===== src/rtl/ball_step_scheduler_pkg.sv =====
// Shared types for the ball step scheduler: scheduler states, accelerometer
// sample type and a saturating counter helper.
package ball_pkg;

  localparam int ACCEL_W = 8;

  typedef logic signed [ACCEL_W-1:0] accel_t;

  typedef enum logic [1:0] {
    IDLE        = 2'd0,
    WAIT_SAMPLE = 2'd1,
    WAIT_FRAME  = 2'd2,
    STEP        = 2'd3
  } sched_state_t;

  // Overrun events can coincide (timeout and missed tick), so add up to 3.
  function automatic logic [7:0] sat_add_u8(input logic [7:0] base, input logic [1:0] inc);
    logic [8:0] sum;
    sum = {1'b0, base} + {7'b0, inc};
    return sum[8] ? 8'hFF : sum[7:0];
  endfunction

endpackage


===== src/rtl/ball_step_scheduler_if.sv =====
// Accelerometer sample handshake: one signed sample per axis, accepted when
// valid and ready are both high on a clock edge.
interface ball_step_scheduler_if;
  import ball_pkg::*;

  logic   valid;
  logic   ready;
  accel_t x;
  accel_t y;

  modport master (output valid, output x, output y, input ready);
  modport slave  (input valid, input x, input y, output ready);

endinterface


===== src/rtl/ball_step_scheduler_accel_dead_zone.sv =====
// Combinational dead-zone for one accelerometer axis: small readings are
// forced to zero so sensor noise does not make the ball drift.
module accel_dead_zone
  import ball_pkg::*;
#(
  parameter int DEAD_ZONE = 4
) (
  input  accel_t raw,
  output accel_t zoned
);

  localparam int WIDE_W = ACCEL_W + 1;
  localparam logic [WIDE_W-1:0] LIMIT = WIDE_W'(DEAD_ZONE);

  logic signed [WIDE_W-1:0] wide;
  logic        [WIDE_W-1:0] mag;

  // One extra bit so the magnitude of -128 is representable.
  always_comb begin
    wide  = {raw[ACCEL_W-1], raw};
    mag   = wide[WIDE_W-1] ? $unsigned(-wide) : $unsigned(wide);
    zoned = (mag < LIMIT) ? '0 : raw;
  end

endmodule


===== src/rtl/ball_step_scheduler.sv =====
// Paces ball physics: one accelerometer sample per step period, then a single
// step strobe on the next frame start so the ball only moves during blanking.
module ball_step_scheduler
  import ball_pkg::*;
#(
  parameter int STEP_PERIOD    = 1048576,
  parameter int SAMPLE_TIMEOUT = 4096,
  parameter int DEAD_ZONE      = 4
) (
  input  logic                        clk,
  input  logic                        arst,
  input  logic                        i_enable,
  input  logic                        i_recentre,
  input  logic                        i_frame_start,
  ball_step_scheduler_if.slave        accel,
  output logic                        o_step,
  output logic                        o_recentre,
  output accel_t                      o_accel_x,
  output accel_t                      o_accel_y,
  output logic [1:0]                  o_state,
  output logic [7:0]                  o_overrun_cnt
);

  localparam int PERIOD_W  = (STEP_PERIOD > 1) ? $clog2(STEP_PERIOD) : 1;
  localparam int TIMEOUT_W = (SAMPLE_TIMEOUT > 1) ? $clog2(SAMPLE_TIMEOUT) : 1;
  localparam logic [PERIOD_W-1:0]  PERIOD_LAST  = PERIOD_W'(STEP_PERIOD - 1);
  localparam logic [TIMEOUT_W-1:0] TIMEOUT_LAST = TIMEOUT_W'(SAMPLE_TIMEOUT - 1);

  sched_state_t         state_reg, state_next;
  logic [PERIOD_W-1:0]  period_reg, period_next;
  logic [TIMEOUT_W-1:0] timeout_reg, timeout_next;
  logic                 pending_reg, pending_next;
  logic                 step_reg, step_next;
  logic                 recentre_reg, recentre_next;
  accel_t               accel_x_reg, accel_x_next;
  accel_t               accel_y_reg, accel_y_next;
  logic [7:0]           overrun_reg, overrun_next;

  logic       tick;
  logic       accept;
  logic       timeout;
  logic [1:0] overrun_inc;

  accel_t raw [2];
  accel_t zoned [2];

  assign raw[0] = accel.x;
  assign raw[1] = accel.y;

  generate
    for (genvar gi = 0; gi < 2; gi++) begin : g_axis
      accel_dead_zone #(.DEAD_ZONE(DEAD_ZONE)) u_dead_zone (
        .raw   (raw[gi]),
        .zoned (zoned[gi])
      );
    end
  endgenerate

  // Ready is a pure state decode, so it never depends on valid combinationally.
  assign accel.ready   = (state_reg == WAIT_SAMPLE);
  assign o_step        = step_reg;
  assign o_recentre    = recentre_reg;
  assign o_accel_x     = accel_x_reg;
  assign o_accel_y     = accel_y_reg;
  assign o_state       = state_reg;
  assign o_overrun_cnt = overrun_reg;

  always_comb begin
    tick          = (period_reg == PERIOD_LAST);
    accept        = (state_reg == WAIT_SAMPLE) && accel.valid;
    timeout       = (state_reg == WAIT_SAMPLE) && !accel.valid && (timeout_reg == TIMEOUT_LAST);
    state_next    = state_reg;
    period_next   = period_reg;
    timeout_next  = '0;
    pending_next  = pending_reg;
    step_next     = 1'b0;
    recentre_next = 1'b0;
    accel_x_next  = accel_x_reg;
    accel_y_next  = accel_y_reg;
    overrun_inc   = 2'd0;

    if (!i_enable) begin
      state_next   = IDLE;
      period_next  = '0;
      pending_next = 1'b0;
    end else if (i_recentre) begin
      // Recentre overrides any same-cycle accept or step; the sample is dropped.
      state_next    = WAIT_SAMPLE;
      recentre_next = 1'b1;
      accel_x_next  = '0;
      accel_y_next  = '0;
      period_next   = '0;
      pending_next  = 1'b1;
    end else begin
      period_next = (state_reg == IDLE || tick) ? '0 : period_reg + PERIOD_W'(1);
      if (tick) begin
        if (pending_reg) overrun_inc = overrun_inc + 2'd1;
        pending_next = 1'b1;
      end

      case (state_reg)
        IDLE: state_next = WAIT_SAMPLE;
        WAIT_SAMPLE: begin
          if (accept) begin
            accel_x_next = zoned[0];
            accel_y_next = zoned[1];
            state_next   = WAIT_FRAME;
          end else if (timeout) begin
            overrun_inc = overrun_inc + 2'd1;
            state_next  = WAIT_FRAME;
          end else begin
            timeout_next = timeout_reg + TIMEOUT_W'(1);
          end
        end
        WAIT_FRAME: begin
          if (i_frame_start) begin
            state_next = STEP;
            step_next  = 1'b1;
          end
        end
        STEP: begin
          // Staying here after the strobe is the hold until the next period.
          if (pending_reg || tick) state_next = WAIT_SAMPLE;
        end
        default: state_next = IDLE;
      endcase

      if (state_next == WAIT_SAMPLE && state_reg != WAIT_SAMPLE) pending_next = 1'b0;
    end

    overrun_next = sat_add_u8(overrun_reg, overrun_inc);
  end

  always_ff @(posedge clk or posedge arst) begin
    if (arst) begin
      state_reg    <= IDLE;
      period_reg   <= '0;
      timeout_reg  <= '0;
      pending_reg  <= 1'b0;
      step_reg     <= 1'b0;
      recentre_reg <= 1'b0;
      accel_x_reg  <= '0;
      accel_y_reg  <= '0;
      overrun_reg  <= '0;
    end else begin
      state_reg    <= state_next;
      period_reg   <= period_next;
      timeout_reg  <= timeout_next;
      pending_reg  <= pending_next;
      step_reg     <= step_next;
      recentre_reg <= recentre_next;
      accel_x_reg  <= accel_x_next;
      accel_y_reg  <= accel_y_next;
      overrun_reg  <= overrun_next;
    end
  end

endmodule


===== src/flat_wrapper.sv =====
// flat-port wrapper written by rule: the top's interface ports become plain ports
module ball_step_scheduler_flat import ball_pkg::*;
#(
  parameter int STEP_PERIOD    = 1048576,
  parameter int SAMPLE_TIMEOUT = 4096,
  parameter int DEAD_ZONE      = 4
)
  (clk, arst, i_enable, i_recentre, i_frame_start, o_step, o_recentre, o_accel_x, o_accel_y, o_state, o_overrun_cnt, accel_valid, accel_x, accel_y, accel_ready);
  ball_step_scheduler_if accel_i ();
  input  logic clk;
  input  logic arst;
  input  logic i_enable;
  input  logic i_recentre;
  input  logic i_frame_start;
  output logic o_step;
  output logic o_recentre;
  output accel_t o_accel_x;
  output accel_t o_accel_y;
  output logic [1:0] o_state;
  output logic [7:0] o_overrun_cnt;
  input wire logic [$bits(accel_i.valid)-1:0] accel_valid;
  input wire logic [$bits(accel_i.x)-1:0] accel_x;
  input wire logic [$bits(accel_i.y)-1:0] accel_y;
  output wire logic [$bits(accel_i.ready)-1:0] accel_ready;
  assign accel_i.valid = accel_valid;
  assign accel_i.x = accel_x;
  assign accel_i.y = accel_y;
  assign accel_ready = accel_i.ready;
  ball_step_scheduler #(.STEP_PERIOD(STEP_PERIOD), .SAMPLE_TIMEOUT(SAMPLE_TIMEOUT), .DEAD_ZONE(DEAD_ZONE)) u_core (.clk(clk), .arst(arst), .i_enable(i_enable), .i_recentre(i_recentre), .i_frame_start(i_frame_start), .accel(accel_i), .o_step(o_step), .o_recentre(o_recentre), .o_accel_x(o_accel_x), .o_accel_y(o_accel_y), .o_state(o_state), .o_overrun_cnt(o_overrun_cnt));
endmodule

===== config.mk =====
export PLATFORM = sky130hd
export DESIGN_NAME = ball_step_scheduler_flat
export DESIGN_NICKNAME = d
export VERILOG_FILES = /design/src/rtl/ball_step_scheduler_pkg.sv /design/src/rtl/ball_step_scheduler_if.sv /design/src/rtl/ball_step_scheduler_accel_dead_zone.sv /design/src/rtl/ball_step_scheduler.sv /design/src/flat_wrapper.sv
export SDC_FILE = /design/constraint.sdc
export NUM_CORES = 1
export LEC_CHECK = 0
export ABC_AREA = 1
export CAP_MARGIN = 20
export CORE_MARGIN = 5
export CORE_UTILIZATION = 58
export CTS_CLUSTER_DIAMETER = 100
export CTS_CLUSTER_SIZE = 30
export DETAILED_ROUTE_END_ITERATION = 8
export HOLD_SLACK_MARGIN = 0.05
export PLACE_DENSITY = 0.91
export SLEW_MARGIN = 20
export SYNTH_ARGS = -nofsm -noshare
export SYNTH_HDL_FRONTEND = slang
export SYNTH_HIERARCHICAL = 1
export SYNTH_SLANG_ARGS = --single-unit

===== constraint.sdc =====
create_clock -name clk -period 6.8 [get_ports clk]
set_input_delay 0.68 -clock clk [delete_from_list [all_inputs] [get_ports clk]]
set_output_delay 0.68 -clock clk [all_outputs]
set_load 0.05 [all_outputs]

==> impl_metrics.py <==
metrics = {
    "place": {
        "dp_slack_ps": 3400,
        "gp_congestion": 0.867,
        "dp_hpwl_um": 5370,
        "port_buffers": 50,
    },
    "critical_path": {
        "rr_startpoint": "u_core/period_reg[0]$_DFF_PP0_",
        "path_max_fanout": 9,
        "crit_path_start_kind": "flip-flop",
        "r2r_slack_ps": 3400,
        "arrival_ps": 3650,
        "worst-endpoint-required_ps": 7050,
        "path_cells": "ha_1 > nand2_1 > nor2_1 > nand4_2 > nor2_4 > nand4_1 > inv_1 > ha_1 > o21ai_0 > a21oi_1 > ha_1 > inv_1 > fa_1 > nor2_1 > nand3_1 > nor2_1 > nand2_1 > o21ai_0",
        "max_stage_delay_ps": 510,
        "cp_slowest_cell": "dfrtp_1",
        "path_class": "reg -> reg",
        "critPathLaunch": "u_core/period_reg[0]$_DFF_PP0_",
        "critPathTopFamily": "simple AND/OR/NAND/NOR gates",
        "critPathBufInv": 2,
        "cp-end-kind": "flip-flop",
    },
    "global_route": {
        "grt.total_usage": 0.229,
        "antenna_found_initial": 0,
        "grt_pass1_vias": 3044,
        "grt.overflow.total": 0,
        "grt_first_pass_wirelength_um": 13300,
        "grt_max_degree": 62,
    },
    "outcome": {
        "status": "finished clean",
    },
    "route": {
        "drtIter0Drc": 155,
        "via_count": 2961,
        "vias_per_cell": 5.29,
        "post_drt_wl_per_cell_um": 13.5,
        "remaining_drc_errors": 0,
        "antenna_left": 0,
        "wl_um": 7580,
        "drtPass1Iterations": 7,
    },
    "die": {
        "core-area_mm2": 0.00551,
        "die_area_mm2": 0.00728,
        "die_w_um": 85.3,
        "core.rowCount": 27,
        "io_pins": 51,
        "die_h_um": 85.3,
        "initial_core_util": 0.597,
    },
    "clocking": {
        "cts.sinks": 61,
        "cts_made_buffers": 9,
        "clk_latency_ps": 340,
        "hold_buffers": 0,
        "cts_tree": "yes",
        "htreeDepth": 3,
        "cts.clk_slew.worst_paths_ps": 70,
        "clockBufferDepth": 2,
        "cts_setup_buffers": 0,
        "ctsResizeCount": 0,
        "cts-root-buf": "clkbuf_8",
    },
    "timing": {
        "relSlewSlack": 0.505,
        "slew_viol_final": 0,
        "tns_ps": 0,
        "worst_slack_ps": 3400,
        "finalHoldViolCount": 0,
        "clock.fmax_mhz": 294,
        "post-route-min-period_ps": 3400,
        "fin_skew_ps": 4.14,
        "fin_crit_sh": 0.500,
        "worstMarginPinSlew_ps": 743,
        "setup_violations": 0,
        "rsz0062_at_grt": "false",
        "holdWs_ps": 455,
    },
    "yosys": {
        "ys.warnings.count": 6,
        "synth-simple-area-share": 0.315,
        "synthTopCellsByArea": "dfrtp_1 46%, nor2_1 9.5%, inv_1 8.2%, nand2_1 7.6%, nand3_1 5.8%",
        "synth_top_family_by_area": "simple AND/OR/NAND/NOR gates",
        "synth_fa_ha_area_frac": 0.0251,
        "yosysSeqAreaShare": 0.464,
        "postSynthNetCount": 455,
        "postSynthAreaPerCell_um2": 7.70,
        "synth_cell_types": 33,
        "synth_seq_cells": 61,
        "yosys.area.top_type_share": 0.464,
        "synthMuxAreaShare": 0,
        "syn_area_mm2": 0.00329,
        "syn_inst": 427,
        "synth_compound_area_frac": 0.0586,
        "synth_xor_area_frac": 0.0400,
        "yosys.area.top_type": "dfrtp_1",
    },
    "power": {
        "total_power_w": 0.000979,
        "leakagePower_nw": 1.88,
        "pwr_density_cell_mw_per_mm2": 241,
        "max-vdd-ir-drop_mv": 0.184,
    },
    "final_layout": {
        "filler_cell_count": 403,
        "syn_to_final_growth_pct": 23.7,
        "layout-drive-gt1-share": 0.0758,
        "final_util": 0.738,
        "largest_reg_flops": 20,
        "multi_input_area_mm2": 0.00144,
        "final-seq-area_mm2": 0.00153,
        "diodes": 0,
        "layout.nets": 511,
    },
    "hold_path": {
        "hold_path_class": "reg -> reg",
        "worstHoldStart": "u_core/timeout_reg[0]$_DFF_PP0_",
    },
    "flow_run": {
        "cap_viol_max_count": 0,
    },
}
## where the power goes
part | internal [W] | switching (W) | total (W)
clock | 0.000204 | 0.000143 | 0.000346
combinational | 0.0000733 | 0.000149 | 0.000223
sequential | 0.000389 | 0.0000212 | 0.000410
total | 0.000666 | 0.000313 | 0.000979
## per-layer routing
layer / track usage / routed length (um)
met5: 0 / 0
met4: 0.102 / 142
met3: 0.0883 / 723
met2: 0.379 / 3700
met1: 0.263 / 3020
## synth_stat cells
| library cell | instances |
|---|---|
| nor2_1 | 83 |
| inv_1 | 72 |
| nand2_1 | 67 |
| dfrtp_1 | 61 |
| nand3_1 | 38 |
| o21ai_0 | 25 |
| nand4_1 | 12 |
| nor3_1 | 11 |
| xor2_1 | 11 |
| ha_1 | 5 |
| a21oi_1 | 4 |
| nand2_2 | 4 |
| xnor2_1 | 4 |
| buf_2 | 3 |
| clkbuf_1 | 3 |
| nand3_2 | 3 |
| or2_2 | 3 |
| a31oi_1 | 2 |
| nor2_2 | 2 |
| a21o_1 | 1 |
| and3_1 | 1 |
| buf_8 | 1 |
| clkinv_1 | 1 |
| fa_1 | 1 |
| inv_2 | 1 |
| nand2_4 | 1 |
| nand3_4 | 1 |
| nand4_2 | 1 |
| nor2_4 | 1 |
| nor3b_1 | 1 |
| o21a_1 | 1 |
| o21bai_1 | 1 |
| o31ai_2 | 1 |
## cell usage in the layout, fill, tap and decap left out, types with 2 or more instances in the layout
cell type	count
nor2_1	83
inv_1	71
nand2_1	67
dfrtp_1	61
clkdlybuf4s50_1	50
nand3_1	38
o21ai_0	25
nand4_1	12
nor3_1	11
xor2_1	11
clkbuf_8	9
ha_1	5
nand2_2	4
a21oi_1	4
xnor2_1	4
clkinv_2	3
nand3_2	3
or2_2	3
clkinvlp_4	2
bufinv_16	2
inv_2	2
nor2_2	2
a31oi_1	2
buf_4	2
## worst paths after layout
| check | end | cells past startpoint |
|---|---|---|
| setup / recovery | u_core/o_overrun_cnt[2]$_DFF_PP0_ | 18 |
| hold / removal | u_core/timeout_reg[0]$_DFF_PP0_ | 1 |
| setup reg to reg | u_core/o_overrun_cnt[2]$_DFF_PP0_ | 18 |
| hold reg to reg | u_core/timeout_reg[0]$_DFF_PP0_ | 1 |
| max in group asynchronous | u_core/o_overrun_cnt[0]$_DFF_PP0_ | 3 |
| min in group asynchronous | u_core/period_reg[7]$_DFF_PP0_ | 3 |
## logic make-up after synthesis
| group | Yosys count |
|---|---|
| XOR/XNOR | 15 |
| flip-flops | 61 |
| AO/OA/AOI/OAI | 35 |
| AND/OR/NAND/NOR | 229 |
| buffers and inverters | 81 |
| adder cells (fa/ha/maj) | 6 |
## layout make-up
cell class,instances,area share
clock buffers,9,0.0305
clock inverters,7,0.0222
inverters,74,0.0683
multi-input cells,285,0.355
flip-flops and latches,61,0.375
well taps,72,0.0222
repair buffers,52,0.127
## through the flow
step           cell area, um^2  std cells
2_1_floorplan             3290        427
3_3_place_gp              3850        544
3_5_place_dp              3850        544
4_1_cts                   4070        560
5_1_grt                   4070        560
6_report                  4070        560
Note: power is estimated with default switching activity, not from simulation.
